===== config.mk =====
export PLATFORM = sky130hd
export DESIGN_NAME = slot_alloc
export DESIGN_NICKNAME = d
export VERILOG_FILES = /design/src/rtl/slot_alloc_pkg.sv /design/src/rtl/slot_alloc_lsz.sv /design/src/rtl/slot_alloc.sv
export SDC_FILE = /design/constraint.sdc
export NUM_CORES = 1
export LEC_CHECK = 0
export CAP_MARGIN = 0
export CORE_MARGIN = 2
export CORE_UTILIZATION = 46
export DETAILED_ROUTE_END_ITERATION = 8
export PLACE_DENSITY = 0.78
export SLEW_MARGIN = 10
export SYNTH_ARGS = -nofsm -noshare
export SYNTH_HDL_FRONTEND = slang
export SYNTH_SLANG_ARGS = --single-unit

===== constraint.sdc =====
create_clock -name iClk -period 3.92 [get_ports iClk]
set_input_delay 0.784 -clock iClk [delete_from_list [all_inputs] [get_ports iClk]]
set_output_delay 0.784 -clock iClk [all_outputs]
set_load 0.005 [all_outputs]

===== src/rtl/slot_alloc_pkg.sv =====
// Shared types and helpers for the slot allocator: FSM state enum, slot limits,
// and index-to-one-hot conversion.
package slot_alloc_pkg;

    localparam int MAX_SLOTS = 10;
    localparam int MAX_IDX_W = 4;

    typedef enum logic [1:0] {
        IDLE,
        PARTIAL,
        FULL
    } state_e;

    function automatic logic [MAX_SLOTS-1:0] idxToOneHot(input logic [MAX_IDX_W-1:0] idx);
        idxToOneHot = '0;
        for (int i = 0; i < MAX_SLOTS; i++) begin
            if (idx == MAX_IDX_W'(i)) begin
                idxToOneHot[i] = 1'b1;
            end
        end
    endfunction

endpackage


===== src/rtl/slot_alloc_lsz.sv =====
// Least-significant-zero encoder: finds the lowest free slot in the busy bitmap.
// An all-ones input yields zero outputs; the caller never accepts in that case.
module slot_alloc_lsz
    import slot_alloc_pkg::*;
#(
    parameter int BITWIDTH    = 4,
    parameter int LOGBITWIDTH = $clog2(BITWIDTH)
) (
    input  logic [BITWIDTH-1:0]    iGrey,
    output logic [BITWIDTH-1:0]    oOneHot,
    output logic [LOGBITWIDTH-1:0] oIdx
);

    // Scan from the top down so the lowest zero bit is the last one written.
    always_comb begin
        oOneHot = '0;
        oIdx    = '0;
        for (int i = BITWIDTH - 1; i >= 0; i--) begin
            if (!iGrey[i]) begin
                oOneHot    = '0;
                oOneHot[i] = 1'b1;
                oIdx       = LOGBITWIDTH'(i);
            end
        end
    end

endmodule


===== src/rtl/slot_alloc.sv =====
// Slot allocator: grants the lowest free slot through a valid/ready handshake and
// accepts releases. Optional macro SLOT_ALLOC_REL_BYPASS_EN lets a release feed a grant while full.
module slot_alloc
    import slot_alloc_pkg::*;
#(
    parameter int BITWIDTH    = 4,
    parameter int LOGBITWIDTH = $clog2(BITWIDTH)
) (
    input  logic                   iClk,
    input  logic                   iRstN,
    input  logic                   iReqValid,
    output logic                   oReqReady,
    output logic                   oGntValid,
    output logic [LOGBITWIDTH-1:0] oGntIdx,
    output logic [BITWIDTH-1:0]    oGntOneHot,
    input  logic                   iRelValid,
    input  logic [LOGBITWIDTH-1:0] iRelIdx,
    output logic [BITWIDTH-1:0]    oBusy,
    output logic                   oFull,
    output logic                   oEmpty,
    output logic                   oErr
);

    logic [BITWIDTH-1:0]    busy_q, busy_d;
    logic [BITWIDTH-1:0]    gntOneHot_q, gntOneHot_d;
    logic [LOGBITWIDTH-1:0] gntIdx_q, gntIdx_d;
    logic                   gntValid_q, gntValid_d;
    logic                   err_q, err_d;
    state_e                 state_q, state_d;

    logic [BITWIDTH-1:0]    freeOneHot;
    logic [LOGBITWIDTH-1:0] freeIdx;
    logic [BITWIDTH-1:0]    relHit;
    logic                   relLegal;
    logic                   bypass;
    logic                   accept;

    slot_alloc_lsz #(
        .BITWIDTH   (BITWIDTH),
        .LOGBITWIDTH(LOGBITWIDTH)
    ) uLsz (
        .iGrey  (busy_q),
        .oOneHot(freeOneHot),
        .oIdx   (freeIdx)
    );

    // An out-of-range index decodes to a bit above BITWIDTH, which truncation drops.
    assign relHit   = BITWIDTH'(idxToOneHot(MAX_IDX_W'(iRelIdx))) & busy_q;
    assign relLegal = iRelValid & (|relHit);

`ifdef SLOT_ALLOC_REL_BYPASS_EN
    assign bypass = (state_q == FULL) & relLegal;
`else
    assign bypass = 1'b0;
`endif

    assign oReqReady = (state_q != FULL) | bypass;
    assign accept    = iReqValid & oReqReady;

    // Release applies first; a bypass grant re-sets the same bit so busy stays full.
    always_comb begin
        busy_d      = busy_q;
        gntIdx_d    = gntIdx_q;
        gntOneHot_d = gntOneHot_q;
        gntValid_d  = accept;
        err_d       = err_q | (iRelValid & ~relLegal);
        if (relLegal) begin
            busy_d = busy_d & ~relHit;
        end
        if (accept) begin
            if (bypass) begin
                gntIdx_d    = iRelIdx;
                gntOneHot_d = relHit;
                busy_d      = busy_d | relHit;
            end else begin
                gntIdx_d    = freeIdx;
                gntOneHot_d = freeOneHot;
                busy_d      = busy_d | freeOneHot;
            end
        end
        if (busy_d == '0) begin
            state_d = IDLE;
        end else if (&busy_d) begin
            state_d = FULL;
        end else begin
            state_d = PARTIAL;
        end
    end

    always_ff @(posedge iClk or negedge iRstN) begin
        if (!iRstN) begin
            busy_q      <= '0;
            gntIdx_q    <= '0;
            gntOneHot_q <= '0;
            gntValid_q  <= 1'b0;
            err_q       <= 1'b0;
            state_q     <= IDLE;
        end else begin
            busy_q      <= busy_d;
            gntIdx_q    <= gntIdx_d;
            gntOneHot_q <= gntOneHot_d;
            gntValid_q  <= gntValid_d;
            err_q       <= err_d;
            state_q     <= state_d;
        end
    end

    assign oBusy      = busy_q;
    assign oGntValid  = gntValid_q;
    assign oGntIdx    = gntIdx_q;
    assign oGntOneHot = gntOneHot_q;
    assign oErr       = err_q;
    assign oFull      = (state_q == FULL);
    assign oEmpty     = (state_q == IDLE);

endmodule


Word level (Yosys, flattened, before mapping)
Cells that the tools add are included.
{"block": "totals", "regBits": 14, "in_bits": 6, "out_inout_bits": 15, "wordCells": 41}
{"block": "classes", "eq_ne": 5, "muxes": 16, "bitwise_logic": 9, "n_reduce_logical": 5}
{"operator": "$mux 4", "count": 6}
{"operator": "$mux 2", "count": 6}
{"operator": "$and 4x4->4", "count": 2}
{"operator": "$eq 2x2->1 const B", "count": 3}
{"operator": "$logic_not 2->1", "count": 2}
{"operator": "$logic_not 4->1", "count": 1}
{"operator": "$mux 1", "count": 4}
{"operator": "$not 4->4", "count": 1}
{"operator": "$or 4x4->4", "count": 1}
{"operator": "$reduce_and 4->1", "count": 1}
{"operator": "$reduce_or 4->1", "count": 1}
{"operator": "$and 1x1->1", "count": 3}
{"operator": "$eq 2x1->1 const B", "count": 1}
{"operator": "$ne 2x2->1 const B", "count": 1}
{"operator": "$not 1->1", "count": 1}
{"operator": "$or 1x1->1", "count": 1}

Longest topological paths before layout
Gate-level depths: netlist of the first run.
{"block": "logic_depth", "depth_word": 11, "mapped_depth": 5, "mapped_depth_nobuf": 5}

By module
Synthesis of the first run repeated with hierarchy kept, for this count alone.
{"block": "hier_totals", "cells_unflattened": 52, "area_unflattened_um2": 620.6}
{"mod": "slot_alloc", "n_inst": 1, "cells_each": 44, "area_per_inst_um2": 581.8, "seq_area_each_um2": 350.3}
{"mod": "slot_alloc_lsz", "n_inst": 1, "cells_each": 8, "area_per_inst_um2": 38.8, "seq_area_each_um2": 0.0}

Worst setup path before layout of the first run
Ideal clock, no wire load.
{"block": "synth_timing", "kind": "input to register", "from": "input iReqValid", "to": "register state_q[1]", "setup_ps": 66, "arrival_ps": 1511, "required_ps": 3854, "setup_slack_ps": 2343, "path_stages": 3, "cell_sequence": "or4b_4 -> a22oi_2 -> and2_1"}
{"block": "synth_between", "elab_chain_cells": 5, "word_cells_on_any_way": 6, "classes_between": "mux (3); bitwise (1); reduce/logical (2)"}
{"element": "start, declared", "line": "slot_alloc.sv:11", "rtl": "input logic iReqValid,"}
{"element": "$and 1x1->1 *", "line": "slot_alloc.sv:58", "rtl": "assign accept = iReqValid & oReqReady;"}
{"element": "$mux 4 *", "line": "slot_alloc.sv:70", "rtl": "if (accept) begin"}
{"element": "$reduce_and 4->1", "line": "slot_alloc.sv:83", "rtl": "end else if (&busy_d) begin"}
{"element": "$mux 2", "line": "slot_alloc.sv:83"}
{"element": "$mux 2 *", "line": "slot_alloc.sv:81", "rtl": "if (busy_d == '0) begin"}
{"element": "named net state_d[1]", "line": "slot_alloc.sv:29", "rtl": "state_e state_q, state_d;"}
{"element": "end signal, assigned", "line": "slot_alloc.sv:104", "rtl": "state_q <= state_d;"}
{"element": "end, declared", "line": "slot_alloc.sv:29"}
Mark *: on every way through the listed nets, which the timed path passes. The rest lies on a longest branch.
A chain may end at the register's enable or synchronous reset.

Worst setup path in the final report of the first run
{"block": "layout_timing", "from": "register state_q[0]", "to": "output oFull"}
{"block": "layout_between", "elab_chain_cells": 1}
{"element": "$eq 2x2->1", "line": "slot_alloc.sv:113", "rtl": "assign oFull = (state_q == FULL);"}
{"element": "end, declared", "line": "slot_alloc.sv:19", "rtl": "output logic oFull,"}
Every way passes these cells.

==> run summary, run 1 <==
min Tclk post-route: 2.163 ns
setup TNS: 0 ns
post-CTS sizing: 0
RSZ-0062 raised after global routing: no
syn avg cell area: 10.94 sq um
post-route ant nets: 0
Reg power frac: 40.9%
Port Buffer Count: 20
clock sinks: 14
WS Path Type: register to primary output
largest net degree at the start of global routing: 15
Final Max Tran Viols: 0
Tightest Pin Transition: 0.5957 ns
Clk pin slew, worst setup/hold paths: 0.08 ns
first-pass GRT wire length: 1952 microns
Crit path required time: 3.14 ns
Antenna Cells: 0
setup bufs post-CTS: 0
MaxCap Viol Count: 0
Initial Utilization: 48.75%
count of final setup violators: 0
XOR/XNOR share of the synthesized area: 0%
# nets final: 89
post-detail-place hpwl: 952 microns
area share of fa/ha/maj cells after synthesis: 0%
Worst Path Buf+Inv: 2
critical path's top delay family: buffers and inverters
Net Switching: 191.1 uW
Simple-Gate Fraction of Synth Area: 24.46%
Routed Wire Length: 1216 microns
Final Core Density: 68.37%
Crit. End Element: primary output
fmax: 0.4622 GHz
CTS tree: done
Num CTS Buffers: 3
Seq/Total Area, Yosys: 55.23%
RD Place Congestion: 0.7842
worst-path cell chain: nand2b_4 -> inv_2 -> clkdlybuf4s50_1
Clock Tree Buf Depth: 2
drt initial violations: 3
crit start category: register
CTS H-tree lvls: 1
root buffer cell: clkbuf_4
total track usage: 18.57%
First-pass DRT Iterations: 3
CP max stage cell: clkdlybuf4s50_1
Setup Skew: 0.0003249 ns
CP peak stage delay: 0.49 ns
Yosys warning count: 0
WL/cell: 12.54 microns
period utilization: 55.19%
worst rel slew slack: 60.16%
largest family of logic cells by synthesized area: simple AND/OR/NAND/NOR gates
vias in the first global route: 451
# IOs: 21
Worst-Skew Late Latency: 0.27 ns
worst IR drop on VDD: 0.4465 mV
Syn Nets: 64
total congestion overflow: 0
hold_buf cts: 0
CP max FO: 5
Cells after Synth: 58
die height: 41.14 microns
Yosys cell types: 23
final hold slack: 0.4780 ns
crit path DAT: 1.38 ns
die area: 1692 sq um
Hold Path Class: register to register
vias per cell: 5.062
row count: 13
multiplexer area fraction after synthesis: 7.101%
Mapped Area: 634.4 sq um
Sw Ratio: 31.66%
chip width: 41.14 microns
Leak Pwr: 0.4150 nW
vias: 491
initial antenna violation count: 0
share of cells above drive strength 1: 15.85%
status: finished clean
Clk pwr share: 16.8%
number of remaining DRC errors: 0
Gate power share: 42.3%
Compound-Gate Fraction of Synth Area: 10.85%
Int Pwr: 412.4 uW
Pwr per Cell Area: 678.4 nW/um^2
Area growth syn-to-layout: 40.24%
final-report hold violation count: 0
register bit total from synthesis: 14
core box area: 1301 sq um
[tightest hold or removal path: stages, from the launching register on]
cell and delay (ns):
dfrtp_1 0.34, nand2_1 0.05, nand2_1 0.06
[registers in the layout, indices dropped and copies added (netlist names)]
register and count:
state_q 2, oGntOneHot 4, oBusy 4, oGntValid 1, oErr 1, oGntIdx 2
[worst paths after layout]
| check | slack (ns) | start | depth (start not counted) | endpoint |
|---|---|---|---|---|
| min in group asynchronous | 0.88 | iRstN | 1 | oGntOneHot[3]$_DFFE_PN0P_ |
| hold reg to reg | 0.48 | oGntOneHot[3]$_DFFE_PN0P_ | 2 | oGntOneHot[3]$_DFFE_PN0P_ |
| setup / recovery | 1.76 | state_q[0]$_DFF_PN0_ | 3 | oFull |
| hold / removal | 0.48 | oGntOneHot[3]$_DFFE_PN0P_ | 2 | oGntOneHot[3]$_DFFE_PN0P_ |
| setup reg to reg | 2.43 | oBusy[0]$_DFF_PN0_ | 4 | state_q[1]$_DFF_PN0_ |
| max in group asynchronous | 2.66 | iRstN | 1 | oBusy[0]$_DFF_PN0_ |
[layout by cell type (no fill, tap or decap)]
cell | Yosys | layout
a21oi_1 | 1 | 1
a21oi_2 | 1 | 1
a22oi_2 | 1 | 1
a2bb2oi_1 | 1 | 1
a32oi_1 | 1 | 1
and2_1 | 1 | 1
clkbuf_4 | 0 | 3
clkbuf_8 | 0 | 1
clkdlybuf4s50_1 | 0 | 20
dfrtp_1 | 14 | 14
inv_1 | 3 | 3
inv_2 | 1 | 1
mux2_2 | 2 | 2
mux4_2 | 1 | 1
nand2_1 | 16 | 16
nand2b_1 | 1 | 1
nand2b_4 | 1 | 1
nand3_1 | 2 | 2
nand3b_1 | 2 | 2
nand4_1 | 1 | 1
nor2_1 | 1 | 1
nor2b_1 | 1 | 1
o21ai_0 | 2 | 2
o21bai_1 | 1 | 1
o31ai_1 | 1 | 1
or4b_4 | 2 | 2
[per-stage QoR]
stage	power [mW]	cells	area, sq um	setup WS (ns)
after floorplan	0.3668	58	634.4	2.343
after global placement	0.5005	93	853.3	1.720
after detailed placement	0.5063	93	853.3	1.725
after CTS	0.6112	97	889.6	1.741
after global routing	0.6504	97	889.6	1.706
final	0.6035	97	889.6	1.757
[routing by layer]
layer / global-route usage, % / vias up / share of wire (%)
li1: - / 253 / -
met1: 23.05 / 222 / 45
met2: 30.47 / 16 / 49
met3: 6.522 / 0 / 5.5
met4: 4.839 / 0 / 0
met5: 0 / - / 0
[area by class of cell]
cell class              count  area [sq um]
fillers                   101         411.6
flip-flops and latches     14         350.3
multi-input cells          40         269.0
repair buffers             20         200.2
clock buffers               4         36.28
well taps                  15         18.77
inverters                   4         15.01
[synthesized netlist by cell type]
library cell	n	area, sq um
o21bai_1	1	7.510
o31ai_1	1	7.510
mux4_2	1	22.52
nor2_1	1	3.750
o21ai_0	2	10.01
a22oi_2	1	12.51
inv_2	1	3.750
or4b_4	2	27.53
nand3_1	2	10.01
a32oi_1	1	8.760
nand3b_1	2	15.01
a21oi_1	1	5.000
nand2b_1	1	6.260
dfrtp_1	14	350.3
a2bb2oi_1	1	8.760
mux2_2	2	22.52
inv_1	3	11.26
a21oi_2	1	8.760
nand2b_4	1	13.76
and2_1	1	6.260
nor2b_1	1	6.260
nand2_1	16	60.06
nand4_1	1	6.260
[power groups by stage]
stage	clock, mW	sequential (mW)	combinational [mW]
finish	0.102	0.247	0.255
global route	0.111	0.257	0.283
CTS	0.105	0.248	0.259
detailed placement	0	0.249	0.257
global placement	0	0.247	0.253
floorplan	0	0.243	0.123
[cell families after synthesis]
group / after synthesis
AO/OA/AOI/OAI: 9
buffers and inverters: 4
flip-flops: 14
multiplexers: 3
AND/OR/NAND/NOR: 28
(Power assumes the default switching activity.)
==> run 2, diff against run 1 <==
--- a/config.mk
+++ b/config.mk
@@ -7,9 +7,9 @@
 export LEC_CHECK = 0
 export CAP_MARGIN = 0
 export CORE_MARGIN = 2
-export CORE_UTILIZATION = 46
+export CORE_UTILIZATION = 43
 export DETAILED_ROUTE_END_ITERATION = 8
-export PLACE_DENSITY = 0.78
+export PLACE_DENSITY = 0.74
 export SLEW_MARGIN = 10
 export SYNTH_ARGS = -nofsm -noshare
 export SYNTH_HDL_FRONTEND = slang
==> constraint.sdc (replaced) <==
create_clock -name iClk -period 2.05 [get_ports iClk]
set_input_delay 0.41 -clock iClk [delete_from_list [all_inputs] [get_ports iClk]]
set_output_delay 0.41 -clock iClk [all_outputs]
set_load 0.005 [all_outputs]
==> run summary, run 2 (synthesis gave the netlist of run 1 again) <==
post-CTS sizing: 0 (unchanged)
drt initial violations: 4 (+1)
die height: 42.41 microns (+3.1%)
crit start category: register
First-pass DRT Iterations: 4 (+1)
largest net degree at the start of global routing: 15 (unchanged)
vias: 503 (+2.4%)
total track usage: 15.79% (-2.8 points)
Crit. End Element: primary output
Initial Utilization: 47.56% (-1.2 points)
RD Place Congestion: 0.7953 (+1.4%)
Num CTS Buffers: 3 (unchanged)
clock sinks: 14 (unchanged)
Reg power frac: 40.3% (-0.6 points)
worst IR drop on VDD: 0.7377 mV (+65%)
core box area: 1334 sq um (+2.5%)
Clock Tree Buf Depth: 2 (unchanged)
Port Buffer Count: 20 (unchanged)
root buffer cell: clkbuf_4
setup bufs post-CTS: 0 (unchanged)
post-route ant nets: 0 (unchanged)
initial antenna violation count: 0 (unchanged)
row count: 13 (unchanged)
RSZ-0062 raised after global routing: no
Routed Wire Length: 1270 microns (+4.4%)
total congestion overflow: 0 (unchanged)
share of cells above drive strength 1: 15.85% (unchanged)
Tot Pwr: 1.167 mW (+93%)
CTS H-tree lvls: 1 (unchanged)
Final Max Tran Viols: 0 (unchanged)
fmax: 0.5565 GHz
Net Switching: 378.6 uW (+98%)
# fillers: 116 (+15%)
WL/cell: 13.09 microns (+4.4%)
Hold Path Class: register to register
post-detail-place hpwl: 968.6 microns (+1.7%)
vias in the first global route: 460 (+2.0%)
final-report hold violation count: 0 (unchanged)
worst-path cell chain: nand2b_4 -> inv_2 -> clkdlybuf4s50_1
Cell Count, Final, Fillers Out: 97 (unchanged)
Gate power share: 42.8% (+0.5 points)
count of final setup violators: 0 (unchanged)
# IOs: 21 (unchanged)
vias per cell: 5.186 (+2.4%)
commonest cells after routing, fill and taps aside: clkdlybuf4s50_1, nand2_1, dfrtp_1
hold_buf cts: 0 (unchanged)
Antenna Cells: 0 (unchanged)
setup TNS: 0 ns (unchanged)
MaxCap Viol Count: 0 (unchanged)
Worst-Skew Late Latency: 0.28 ns (about the same)
min Tclk post-route: 1.797 ns
Area after DPL: 853.3 sq um (unchanged)
Leak Pwr: 0.4150 nW (unchanged)
first-pass GRT wire length: 2056 microns (+5.3%)
status: finished clean
Tightest Pin Transition: 0.6147 ns (+0.01900 ns)
period utilization: 87.66%
Clk pin slew, worst setup/hold paths: 0.08 ns (about the same)
Area growth syn-to-layout: 40.24% (unchanged)
Cell Count Post-Placement: 93 (unchanged)
Int Pwr: 788.8 uW (+91%)
Pwr per Cell Area: 1312 nW/um^2 (+93%)
CP max stage cell: clkdlybuf4s50_1
CTS tree: done
crit path DAT: 1.39 ns (about the same)
final hold slack: 0.4826 ns (+0.004550 ns)
commonest non-fill, non-tap cell in the layout: clkdlybuf4s50_1
post-route cell area: 889.6 sq um (unchanged)
CP peak stage delay: 0.49 ns (about the same)
# nets final: 89 (unchanged)
Clk pwr share: 17.0% (+0.2 points)
Setup Skew: 0.0007765 ns (+0.0004516 ns)
Sw Ratio: 32.43% (+0.77 points)
die area: 1799 sq um (+6.3%)
Crit path required time: 1.64 ns (-1.50 ns)
CP max FO: 5 (unchanged)
R2R Setup Slk: 0.50 ns (-1.93 ns)
number of remaining DRC errors: 0 (unchanged)
chip width: 42.41 microns (+3.1%)
WS Path Type: register to primary output
worst rel slew slack: 58.89% (-1.3 points)
[run 2: cell counts in the layout (fill, tap and decap cells not counted)]
No cell type changed its count.
[run 2: metrics by stage]
step           util (%)  setup WS, ns
6_report          66.70        0.2529
4_1_cts           66.70        0.2349
3_3_place_gp      63.98        0.2251
5_1_grt           66.70        0.1891
2_1_floorplan         -        0.6495
3_5_place_dp      63.98        0.1924
[run 2: power by group through the flow]
stage | registers (mW) | logic [mW] | clock network (mW)
after floorplan | 0.465 | 0.236 | 0
after global placement | 0.473 | 0.486 | 0
after detailed placement | 0.475 | 0.502 | 0
after CTS | 0.471 | 0.503 | 0.208
after global routing | 0.488 | 0.537 | 0.221
final | 0.470 | 0.499 | 0.198
[run 2: final timing paths]
path                                            from                         to  cells after the start
setup / recovery                state_q[0]$_DFF_PN0_                      oFull                      3
hold / removal             oGntOneHot[0]$_DFFE_PN0P_  oGntOneHot[0]$_DFFE_PN0P_                      2
setup reg to reg                  oBusy[0]$_DFF_PN0_       state_q[0]$_DFF_PN0_                      4
hold reg to reg            oGntOneHot[0]$_DFFE_PN0P_  oGntOneHot[0]$_DFFE_PN0P_                      2
max in group asynchronous                      iRstN        oGntValid$_DFF_PN0_                      1
min in group asynchronous                      iRstN  oGntOneHot[3]$_DFFE_PN0P_                      1
[run 2: routing by layer]
metal	vias up	wire length [microns]	GRT usage [%]
met3	0	77	4.741
met2	16	608	22.77
li1	252	-	-
met5	-	0	0
met1	235	584	20.78
met4	0	0	9.375
[run 2: worst max-delay path: cells and delay by family (launching register included)]
family                 cells  cell delay, ns
DFF                        1            0.38
buffers and inverters      2            0.56
and+or+nand+nor            1            0.16
[run 2: area by class of cell]
| class | count | area (sq um) | share of cell area (%) |
|---|---|---|---|
| clock buffers | 4 | 36.28 | 4.079 |
| inverters | 4 | 15.01 | 1.688 |
| flip-flops and latches | 14 | 350.3 | 39.38 |
| repair buffers | 20 | 200.2 | 22.50 |
| multi-input cells | 40 | 269.0 | 30.24 |
| well taps | 15 | 18.77 | 2.110 |
==> run 3, diff against run 2 <==
--- a/config.mk
+++ b/config.mk
@@ -6,10 +6,10 @@
 export NUM_CORES = 1
 export LEC_CHECK = 0
 export CAP_MARGIN = 0
-export CORE_MARGIN = 2
-export CORE_UTILIZATION = 43
+export CORE_MARGIN = 10
+export CORE_UTILIZATION = 30
 export DETAILED_ROUTE_END_ITERATION = 8
-export PLACE_DENSITY = 0.74
+export PLACE_DENSITY = 0.54
 export SLEW_MARGIN = 10
 export SYNTH_ARGS = -nofsm -noshare
 export SYNTH_HDL_FRONTEND = slang
==> run summary, run 3 (synthesis gave the netlist of run 1 again) <==
WL/cell: 14.01 microns (+7.0%)
die area: 4354 sq um (+140%)
initial antenna violation count: 0 (unchanged)
Initial Utilization: 32.01% (-16 points)
period utilization: 88.09% (+0.43 points)
setup TNS: 0 ns (unchanged)
share of cells above drive strength 1: 16.87% (+1.0 points)
Num CTS Buffers: 3 (unchanged)
First-pass DRT Iterations: 4 (unchanged)
core box area: 1982 sq um (+49%)
setup bufs post-CTS: 0 (unchanged)
Routed Wire Length: 1541 microns (+21%)
worst IR drop on VDD: 0.5876 mV (-20%)
root buffer cell: clkbuf_4
commonest non-fill, non-tap cell in the layout: clkdlybuf4s50_1
Worst-Skew Late Latency: 0.27 ns (about the same)
Antenna Cells: 0 (unchanged)
crit path DAT: 1.40 ns (about the same)
vias: 515 (+2.4%)
crit start category: register
post-CTS sizing: 0 (unchanged)
total congestion overflow: 0 (unchanged)
WS Path Type: register to primary output
# IOs: 21 (unchanged)
commonest cells after routing, fill and taps aside: clkdlybuf4s50_1, nand2_1, dfrtp_1
Crit path required time: 1.64 ns (about the same)
worst setup path endpoint: oFull
Pwr per Cell Area: 1301 nW/um^2 (-0.85%)
Critical Path Source: state_q[0]$_DFF_PN0_
R2R Setup Slk: 0.57 ns (+0.07 ns)
row count: 16 (+3)
chip width: 65.99 microns (+56%)
Leak Pwr: 0.4198 nW (+1.2%)
RD Place Congestion: 0.8336 (+4.8%)
CTS tree: done
worst rel slew slack: 55.69% (-3.2 points)
# nets final: 90 (+1.1%)
first-pass GRT wire length: 2684 microns (+31%)
final hold slack: 0.4787 ns (-0.003861 ns)
count of final setup violators: 0 (unchanged)
r2r startpoint: oBusy[0]$_DFF_PN0_
hold_buf cts: 0 (unchanged)
Crit. End Element: primary output
Port Buffer Count: 20 (unchanged)
drt initial violations: 6 (+2)
largest net degree at the start of global routing: 15 (unchanged)
Setup Skew: 0.001251 ns (+0.0004745 ns)
final-report hold violation count: 0 (unchanged)
Tot Pwr: 1.187 mW (+1.7%)
min Tclk post-route: 1.806 ns (+0.008740 ns)
post-detail-place hpwl: 1263 microns (+30%)
Reg2Reg Depth: 4 (unchanged)
RSZ-0062 raised after global routing: no
Reg2Reg Capture Point: state_q[0]$_DFF_PN0_
fmax: 0.5538 GHz (-0.48%)
Final Max Tran Viols: 0 (unchanged)
Area growth syn-to-layout: 43.79%
number of remaining DRC errors: 0 (unchanged)
vias in the first global route: 559 (+22%)
Clock Tree Buf Depth: 2 (unchanged)
vias per cell: 4.682 (-9.7%)
total track usage: 7.901% (-7.9 points)
CP max FO: 5 (unchanged)
MaxCap Viol Count: 0 (unchanged)
CTS H-tree lvls: 1 (unchanged)
status: finished clean
clock sinks: 14 (unchanged)
post-route ant nets: 0 (unchanged)
Tightest Pin Transition: 0.6626 ns (+0.04793 ns)
Hold Path Class: register to register
die height: 65.99 microns (+56%)
Clk pin slew, worst setup/hold paths: 0.08 ns (about the same)
-- run 3: cell types whose count changed in the layout (fill, tap and decap cells not counted) --
cell,before,now
buf_4,0,1
-- run 3: per-layer routing --
| layer | vias to the layer above | wire (microns) | GRT usage [%] |
|---|---|---|---|
| met5 | - | 0 | 0 |
| met4 | 0 | 13 | 4.450 |
| met3 | 2 | 111 | 3.390 |
| met2 | 12 | 700 | 11.59 |
| met1 | 247 | 715 | 9.408 |
| li1 | 254 | - | - |
-- run 3: cell type report --
cell class                 count  area (sq um)
multi-input combinational     40         269.0
timing repair buffer          21         207.7
sequential                    14         350.3
inverter                       4         15.01
clock buffer                   4         36.28
fill                         193          1070
tap                           27         33.78
-- run 3: worst min-delay path by stage --
stage	start	end	slack, ns	cells past startpoint
floorplan	iRstN	oBusy[0]$_DFF_PN0_	0.11	0
global placement	oGntOneHot[0]$_DFFE_PN0P_	oGntOneHot[0]$_DFFE_PN0P_	0.46	2
detailed placement	oGntOneHot[2]$_DFFE_PN0P_	oGntOneHot[2]$_DFFE_PN0P_	0.46	2
CTS	oGntOneHot[2]$_DFFE_PN0P_	oGntOneHot[2]$_DFFE_PN0P_	0.48	2
global route	oGntOneHot[2]$_DFFE_PN0P_	oGntOneHot[2]$_DFFE_PN0P_	0.51	2
finish	oGntOneHot[2]$_DFFE_PN0P_	oGntOneHot[2]$_DFFE_PN0P_	0.48	2
-- run 3: power breakdown --
group / leakage (nW) / switching [mW] / total, mW / internal (mW)
clock: 0.0210 / 0.0871 / 0.195 / 0.108
sequential: 0.168 / 0.0902 / 0.467 / 0.377
combinational: 0.231 / 0.210 / 0.525 / 0.314
-- run 3: stage by stage --
stage | instances | setup WS, ns | cell area, sq um | util (%)
3_3_place_gp | 106 | 0.2585 | 875.8 | 44.19
5_1_grt | 110 | 0.1645 | 912.1 | 46.02
3_5_place_dp | 106 | 0.2317 | 875.8 | 44.19
6_report | 110 | 0.2442 | 912.1 | 46.02
2_1_floorplan | 58 | 0.6495 | 634.4 | -
4_1_cts | 110 | 0.2192 | 912.1 | 46.02
-- run 3: worst max-delay path: stages (launching register included) --
cell and delay [ns]:
dfrtp_1 0.39, nand2b_4 0.16, inv_2 0.07, clkdlybuf4s50_1 0.50
